File: src/rtl/mem_store_buffer.sv
// Store buffer between the exec/mem latch and data memory: stores are queued and
// drained in the background, loads forward from the youngest matching entry.
module mem_store_buffer #(
  parameter int DW       = 32,
  parameter int SB_DEPTH = 4,
  parameter int WSEL_W   = 5
) (
  input  logic                      CLK,
  input  logic                      nRST,
  input  logic                      en,
  input  logic                      in_ren,
  input  logic                      in_wen,
  input  logic [DW-1:0]             in_addr,
  input  logic [DW-1:0]             in_wdata,
  input  logic [WSEL_W-1:0]         in_wsel,
  input  logic                      in_halt,
  input  logic                      dhit,
  input  logic [DW-1:0]             dmemload,
  output logic                      dmemREN,
  output logic                      dmemWEN,
  output logic [DW-1:0]             dmemaddr,
  output logic [DW-1:0]             dmemstore,
  output logic                      data_stall,
  output logic [$clog2(SB_DEPTH):0] sb_count,
  output logic [DW-1:0]             out_load,
  output logic [WSEL_W-1:0]         out_wsel,
  output logic                      out_halt
);

  localparam int PW = $clog2(SB_DEPTH);
  localparam int CW = PW + 1;

  typedef enum logic {IDLE, DRAIN} state_t;

  state_t            state_q, state_d;
  logic [PW-1:0]     head_q, head_d, tail_q, tail_d;
  logic [CW-1:0]     count_q, count_d;
  logic [DW-1:0]     addr_mem [SB_DEPTH];
  logic [DW-1:0]     data_mem [SB_DEPTH];
  logic [DW-1:0]     out_load_q;
  logic [WSEL_W-1:0] out_wsel_q;
  logic              out_halt_q;

  logic              full, is_load, load_hit, load_miss, push, pop;
  logic              fwd_hit;
  logic [DW-1:0]     fwd_data;
  logic [SB_DEPTH-1:0] age_match;
  logic [DW-1:0]     age_data [SB_DEPTH];

  assign full      = (count_q == CW'(SB_DEPTH));
  assign is_load   = in_ren & ~in_wen;
  assign push      = en & in_wen & ~full;
  assign pop       = (state_q == DRAIN) & dhit;

  // Entries viewed oldest (gi = 0) to youngest; the head entry stays visible while draining.
  generate
    for (genvar gi = 0; gi < SB_DEPTH; gi++) begin : g_age
      logic [PW-1:0] slot;
      assign slot          = head_q + PW'(gi);
      assign age_match[gi] = (CW'(gi) < count_q) && (addr_mem[slot] == in_addr);
      assign age_data[gi]  = data_mem[slot];
    end
  endgenerate

  always_comb begin
    fwd_hit  = 1'b0;
    fwd_data = '0;
    for (int i = 0; i < SB_DEPTH; i++) begin
      if (age_match[i]) begin
        fwd_hit  = 1'b1;
        fwd_data = age_data[i];
      end
    end
  end

  assign load_hit  = is_load & fwd_hit;
  assign load_miss = is_load & ~fwd_hit;

  assign head_d  = pop  ? head_q + PW'(1) : head_q;
  assign tail_d  = push ? tail_q + PW'(1) : tail_q;
  assign count_d = count_q + CW'(push) - CW'(pop);

  always_ff @(posedge CLK or negedge nRST) begin
    if (!nRST) begin
      state_q    <= IDLE;
      head_q     <= '0;
      tail_q     <= '0;
      count_q    <= '0;
      out_load_q <= '0;
      out_wsel_q <= '0;
      out_halt_q <= 1'b0;
    end else begin
      state_q <= state_d;
      head_q  <= head_d;
      tail_q  <= tail_d;
      count_q <= count_d;
      if (en) begin
        out_load_q <= load_hit ? fwd_data : dmemload;
        out_wsel_q <= in_wsel;
        out_halt_q <= in_halt;
      end
    end
  end

  always_ff @(posedge CLK) begin
    if (push) begin
      addr_mem[tail_q] <= in_addr;
      data_mem[tail_q] <= in_wdata;
    end
  end

  // A missing load holds off the next drain so the read port is never contended.
  always_comb begin
    state_d = state_q;
    case (state_q)
      IDLE:    if (count_q != '0 && !load_miss) state_d = DRAIN;
      DRAIN:   if (dhit) state_d = IDLE;
      default: state_d = IDLE;
    endcase
  end

  always_comb begin
    dmemREN    = 1'b0;
    dmemWEN    = 1'b0;
    dmemaddr   = in_addr;
    dmemstore  = '0;
    data_stall = 1'b0;
    case (state_q)
      IDLE: begin
        if (load_miss) begin
          dmemREN    = 1'b1;
          data_stall = ~dhit;
        end
      end
      DRAIN: begin
        dmemWEN   = 1'b1;
        dmemaddr  = addr_mem[head_q];
        dmemstore = data_mem[head_q];
        if (load_miss) data_stall = 1'b1;
      end
      default: ;
    endcase
    if (in_wen && full) data_stall = 1'b1;
    if (in_halt && (count_q != '0 || state_q == DRAIN)) data_stall = 1'b1;
  end

  assign sb_count = count_q;
  assign out_load = out_load_q;
  assign out_wsel = out_wsel_q;
  assign out_halt = out_halt_q;

endmodule

File: config.mk
export PLATFORM = sky130hd
export DESIGN_NAME = mem_store_buffer
export DESIGN_NICKNAME = d
export VERILOG_FILES = /design/src/rtl/mem_store_buffer.sv
export SDC_FILE = /design/constraint.sdc
export NUM_CORES = 1
export LEC_CHECK = 0
export ABC_AREA = 1
export ABC_CLOCK_PERIOD_IN_PS = 11000
export BUFFER_PORTS_ARGS = -buffer_cell sky130_fd_sc_hd__buf_2
export CAP_MARGIN = 20
export CORE_MARGIN = 2
export CORE_UTILIZATION = 50
export CTS_CLUSTER_DIAMETER = 30
export DETAILED_ROUTE_END_ITERATION = 7
export PLACE_DENSITY_LB_ADDON = 0.15
export SLEW_MARGIN = 20
export SYNTH_ARGS = -nofsm -noshare
export SYNTH_HDL_FRONTEND = slang
export SYNTH_SLANG_ARGS = --single-unit
File: constraint.sdc
create_clock -name CLK -period 11 [get_ports CLK]
set_input_delay 1.1 -clock CLK [delete_from_list [all_inputs] [get_ports CLK]]
set_output_delay 1.1 -clock CLK [all_outputs]
set_load 0.01 [all_outputs]
## Word level (Yosys, flattened, before mapping)

Memory sizes are Yosys's and may differ from the RTL's.
Cells that the tools add are included.

| operators by class | value |
|---|---|
| $add $sub $neg | 6 |
| magnitude comparators | 4 |
| equal/unequal tests | 5 |
| muxes and demuxes | 23 |
| bitwise gates (word level) | 11 |
| reduce and logical (&&, ||, !) cells | 10 |

Operator list:

| kind | number |
|---|---|
| two-way mux 32 bit | 7 |
| equality test 32 bit | 4 |
| two-way mux 1 bit | 14 |
| logical AND 1 bit | 7 |
| bitwise AND 1 bit | 6 |
| < comparator 1 x 3 -> 1 bit, first input constant | 2 |
| < comparator 2 x 3 -> 1 bit, first input constant | 2 |
| NOT 1 bit | 5 |
| adder 2 x 1 -> 2 bit, second input constant | 2 |
| adder 2 bit, second input constant | 2 |
| one-hot mux 1 bit (2 select lines) | 2 |
| adder 3 x 1 -> 3 bit | 1 |
| equality test 3 bit, second input constant | 1 |
| nonzero test 3 bit | 1 |
| subtractor 3 x 1 -> 3 bit | 1 |
| zero test 1 bit | 1 |
| logical OR 1 bit | 1 |

| storage, ports and cells | value |
|---|---|
| register bits after elaboration | 46 |
| RAM bits | 256 |
| input bits | 108 |
| memories | 2 |

Memory list:

| name | words | width | read ports | clocked after Yosys merged registers in | wr ports | RTL line | RTL |
|---|---|---|---|---|---|---|---|
| addr_mem | 4 | 32 | 4 | 0 | 1 | 38 | `logic [DW-1:0] addr_mem [SB_DEPTH];` |
| data_mem | 4 | 32 | 4 | 0 | 1 | 39 | `logic [DW-1:0] data_mem [SB_DEPTH];` |

## Logic depth before layout (Yosys ltp)

An unclocked memory read counts as a cell.

| logic depth | value |
|---|---|
| depth in word-level cells | 13 |
| gate-level depth with buffers | 22 |
| gate-level depth less buffers | 18 |

## Worst setup path after synthesis

No wires, ideal clock.

| timing path | value |
|---|---|
| path kind | input port to flip-flop |
| start point | input en |
| end point | memory addr_mem[0][0], enable pin |
| library setup time | 0.487 ns |
| arrival | 4.358 ns |
| data required time | 10.513 ns |
| setup slack | 6.155 ns |
| stages | 3 |
| buffers on the path | 1 |
| path through | buf_1 > nand3_1 > nor2_1 |

| between the ends | value |
|---|---|
| longest elaborated chain between the ends | 4 |

Ends and longest elaborated chain:

| what | RTL line | RTL |
|---|---|---|
| start: declaration | 10 | `input logic en,` |
| bitwise AND 1 bit (2 in a row) | 52 | `assign push = en & in_wen & ~full;` |
| two-way mux 1 bit | 106 | `if (push) begin` |
| two-way mux 1 bit (implied by the code) | 107 | `addr_mem[tail_q] <= in_addr;` |
| end: declaration | 38 |  |

No other way between the ends.

## Worst setup path in the final report

| timing path | value |
|---|---|
| start point | register head_q[0] |
| end point | output dmemREN |

| between the ends | value |
|---|---|
| longest elaborated chain between the ends | 11 |

Ends and longest elaborated chain:

| what | RTL line | RTL |
|---|---|---|
| start: declaration | 36 | `logic [PW-1:0] head_q, head_d, tail_q, tail_d;` |
| start signal: assignment | 86 | `head_q <= '0;` |
| start signal: assignment | 94 | `head_q <= head_d;` |
| adder 2 x 1 -> 2 bit or memory read (4 x 32 bit) (tied branches) | -- |  |
| memory read (4 x 32 bit) * | -- |  |
| equality test 32 bit or logical AND 1 bit (tied branches) | 60 | `assign age_match[gi] = (CW'(gi) < count_q) && (addr_mem[slot] == in_addr);` |
| logical AND 1 bit or two-way mux 1 bit (tied branches) | 60, 69 |  |
| two-way mux 1 bit (2 in a row) | 69 | `if (age_match[i]) begin` |
| two-way mux 1 bit * | 69 |  |
| NOT 1 bit * | 77 | `assign load_miss = is_load & ~fwd_hit;` |
| bitwise AND 1 bit * | 77 |  |
| two-way mux 1 bit * | 130 | `if (load_miss) begin` |
| two-way mux 1 bit * | 128 | `case (state_q)` |
| end: declaration | 19 | `output logic dmemREN,` |

Mark *: on every way between the ends. The rest lies on a longest branch, timed or not.

==> impl_metrics.env <==
export IMPL_status="completed"
export IMPL_reg2reg_depth=19
export IMPL_hold_buffers=0
export IMPL_drc=0
export IMPL_die_area_um2=41670
export IMPL_rsz0062_at_grt="no"
export IMPL_drt_wl_total_um=59840
export IMPL_final_max_slew_viol_count=0
export IMPL_yosysWarnings=0
export IMPL_tightest_slew_ns=1.113
export IMPL_crit_required_ns=9.90
export IMPL_synth_fp_nets=3056
export IMPL_dp_cells=3531
export IMPL_die_w_um=204.1
export IMPL_synth_xor_area_share_pct=0.8310
export IMPL_fp_dieH_um=204.1
export IMPL_drt_pass1_iter_count=6
export IMPL_rows=73
export IMPL_whs_ns=0.4654
export IMPL_regToRegEndpoint="out_load[30]"
export IMPL_p_per_area_nw_per_um2=283.5
export IMPL_cts_buffers=69
export IMPL_final_util_pct=59.46
export IMPL_worstSetupStartpoint="head_q[0]"
export IMPL_vias=19710
export IMPL_dp_hpwl_um=38370
export IMPL_syn_cell_area_um2=20020
export IMPL_synth_compound_area_share_pct=11.40
export IMPL_drive_gt1_share_pct=11.95
export IMPL_crit_fanout=114
export IMPL_pre_cts_slack_ns=3.942
export IMPL_viasPerCell=5.385
export IMPL_synthMuxAreaShare_pct=0
export IMPL_synthAdderAreaFrac_pct=0.5999
export IMPL_grt_usage_pct=28.60
export IMPL_fin_skew_ns=0.02543
export IMPL_final_cells=3660
export IMPL_wl_per_cell_um=16.35
export IMPL_grt_pass1_vias=17970
export IMPL_start_util_pct=50.51
export IMPL_insertion_delay_ns=0.58
export IMPL_port_buffers=215
export IMPL_ys_types=25
export IMPL_leakagePower_nw=11.34
export IMPL_syn_avg_cell_area_um2=6.813
export IMPL_relSlewSlack_pct=25.81
export IMPL_cts_max_level=3
export IMPL_syn_inst=2939
export IMPL_min_period_ns=7.534
export IMPL_clk_pin_slew_ns=0.04
export IMPL_cts_resized=0
export IMPL_postCtsSetupRepairBufs=0
export IMPL_hold_violations=0
export IMPL_setup_violations_final=0
export IMPL_reg2reg_slack_ns=4.34
export IMPL_area_delta_synth_final_pct=17.70
export IMPL_fmax_mhz=132.7
export IMPL_fin_crit_sh_pct=68.49
export IMPL_cts_tree="done"
export IMPL_grt_pass1_wl_um=93710
export IMPL_synth_top_family_by_area="simple AND/OR/NAND/NOR gates"
export IMPL_end_kind="output port"
export IMPL_yosysSeqAreaShare_pct=44.14
export IMPL_arrival_ns=6.43
export IMPL_yosys_register_bits=302
export IMPL_gp_congestion=0.9811
export IMPL_layout_commonest_cell="nand2_1"
export IMPL_startpoint_type="flop"
export IMPL_cts_max_path_buffers=3
export IMPL_min_path_type="reg -> reg"
export IMPL_antenna_found_initial=8
export IMPL_clkSinkCount=302
export IMPL_grt_max_degree=139
export IMPL_drv_cap=0
export IMPL_nNetsFinal=3194
export IMPL_crit_end="dmemREN"
export IMPL_synthSimpleGateAreaFrac_pct=34.66
export IMPL_most_common_layout_cells="nand2_1, o21ai_0, edfxtp_1"
export IMPL_r2r_start="head_q[0]"
export IMPL_drtIter0Drc=1737
export IMPL_fin_tns_setup_ns=0
export IMPL_cts_root_buf="clkbuf_16"
export IMPL_ios=216
export IMPL_worst_slack_ns=3.466
export IMPL_overflow=0
export IMPL_hp_start="out_wsel[1]"
export IMPL_ir_drop_mv=0.2267
export IMPL_ant_nets=0
export IMPL_criticalPathCategory="reg -> out"
export IMPL_core_um2=39640
-- final cells by class --
cell class | instances | area (um2)
Antenna cell | 4 | 10.01
Clock buffer | 78 | 1834
Clock inverter | 47 | 535.5
Fill cell | 3637 | 16070
Inverter | 235 | 889.6
Multi-Input combinational cell | 2234 | 9565
Sequential cell | 302 | 8843
Tap cell | 525 | 656.9
Timing Repair Buffer | 235 | 1234
-- sequential cells by signal, summed over array words and instances, names as in the netlist --
register and count:
addr_mem 128, data_mem 128, head_q 2, out_halt 1, out_load 32, out_wsel 5, sb_count 3, state_q 1
tail_q 2
-- per-stage QoR --
| stage | total power, mW | cell area (um2) |
|---|---|---|
| finish | 6.683 | 23570 |
| floorplan | 3.773 | 20020 |
| CTS | 6.666 | 23540 |
| global placement | 4.495 | 21170 |
| detailed placement | 4.579 | 21170 |
| global route | 7.187 | 23570 |
-- cell usage after synthesis --
cell,n,area [um2]
or2_2,6,37.54
nor2_4,1,11.26
nand3_1,237,1186
buf_1,21,78.83
buf_6,4,45.04
nor2_1,215,807.0
clkbuf_1,68,255.2
buf_2,59,295.3
xor2_1,19,166.4
nor2_2,1,6.260
dfrtp_1,46,1151
o211ai_1,16,120.1
a21oi_1,100,500.5
nand4_1,4,25.02
o21ai_1,13,65.06
nand2_4,1,11.26
o21ai_0,319,1597
fa_1,1,20.02
nand2_2,1,6.260
edfxtp_1,256,7687
nand2_1,1292,4850
inv_2,5,18.77
buf_4,16,120.1
inv_1,230,863.3
ha_1,8,100.1
-- kinds of logic (layout without fill, tap and decap cells) --
| kind of cell | Yosys count | count (layout) |
|---|---|---|
| fa+ha+maj | 9 | 9 |
| simple gates | 1758 | 1758 |
| flops | 302 | 302 |
| other cells | 0 | 4 |
| compound gates | 448 | 448 |
| buf+inv | 403 | 595 |
| xor+xnor | 19 | 19 |
-- power by group --
part / internal, mW / switching, mW
Sequential: 1.39 / 0.0970
Combinational: 0.904 / 2.23
Clock: 1.41 / 0.654
-- worst max-delay path, cell delays in order (launching register included) --
cell      delay [ns]
dfrtp_4         0.94
buf_4           0.91
clkinv_2        0.77
buf_4           0.61
nand2_1         0.20
nand3_1         0.10
nand3_1         0.14
nand2_1         0.06
nor2_1          0.12
nand2_1         0.06
nor2_1          0.26
nand3_1         0.23
nor2_4          0.11
buf_4           0.62
nor2_1          0.14
nand2_2         0.13
inv_1           0.06
nand3_1         0.09
inv_1           0.05
buf_2           0.13
-- per-layer routing --
| layer | global-route usage [%] | share of wire (%) |
|---|---|---|
| met5 | 0 | 0.10 |
| met4 | 10.58 | 2.7 |
| met3 | 5.485 | 8.7 |
| met2 | 45.80 | 45 |
| met1 | 38.60 | 43 |
-- how the worst min path moves through the flow --
stage,endpoint,depth (start not counted),slack (ns)
after floorplan,out_halt,2,0.51
after global placement,out_wsel[2],2,0.45
after detailed placement,out_halt,2,0.46
after CTS,out_halt,2,0.47
after global routing,out_wsel[1],2,0.49
final,out_wsel[1],2,0.47
(Power assumes the default switching activity.)
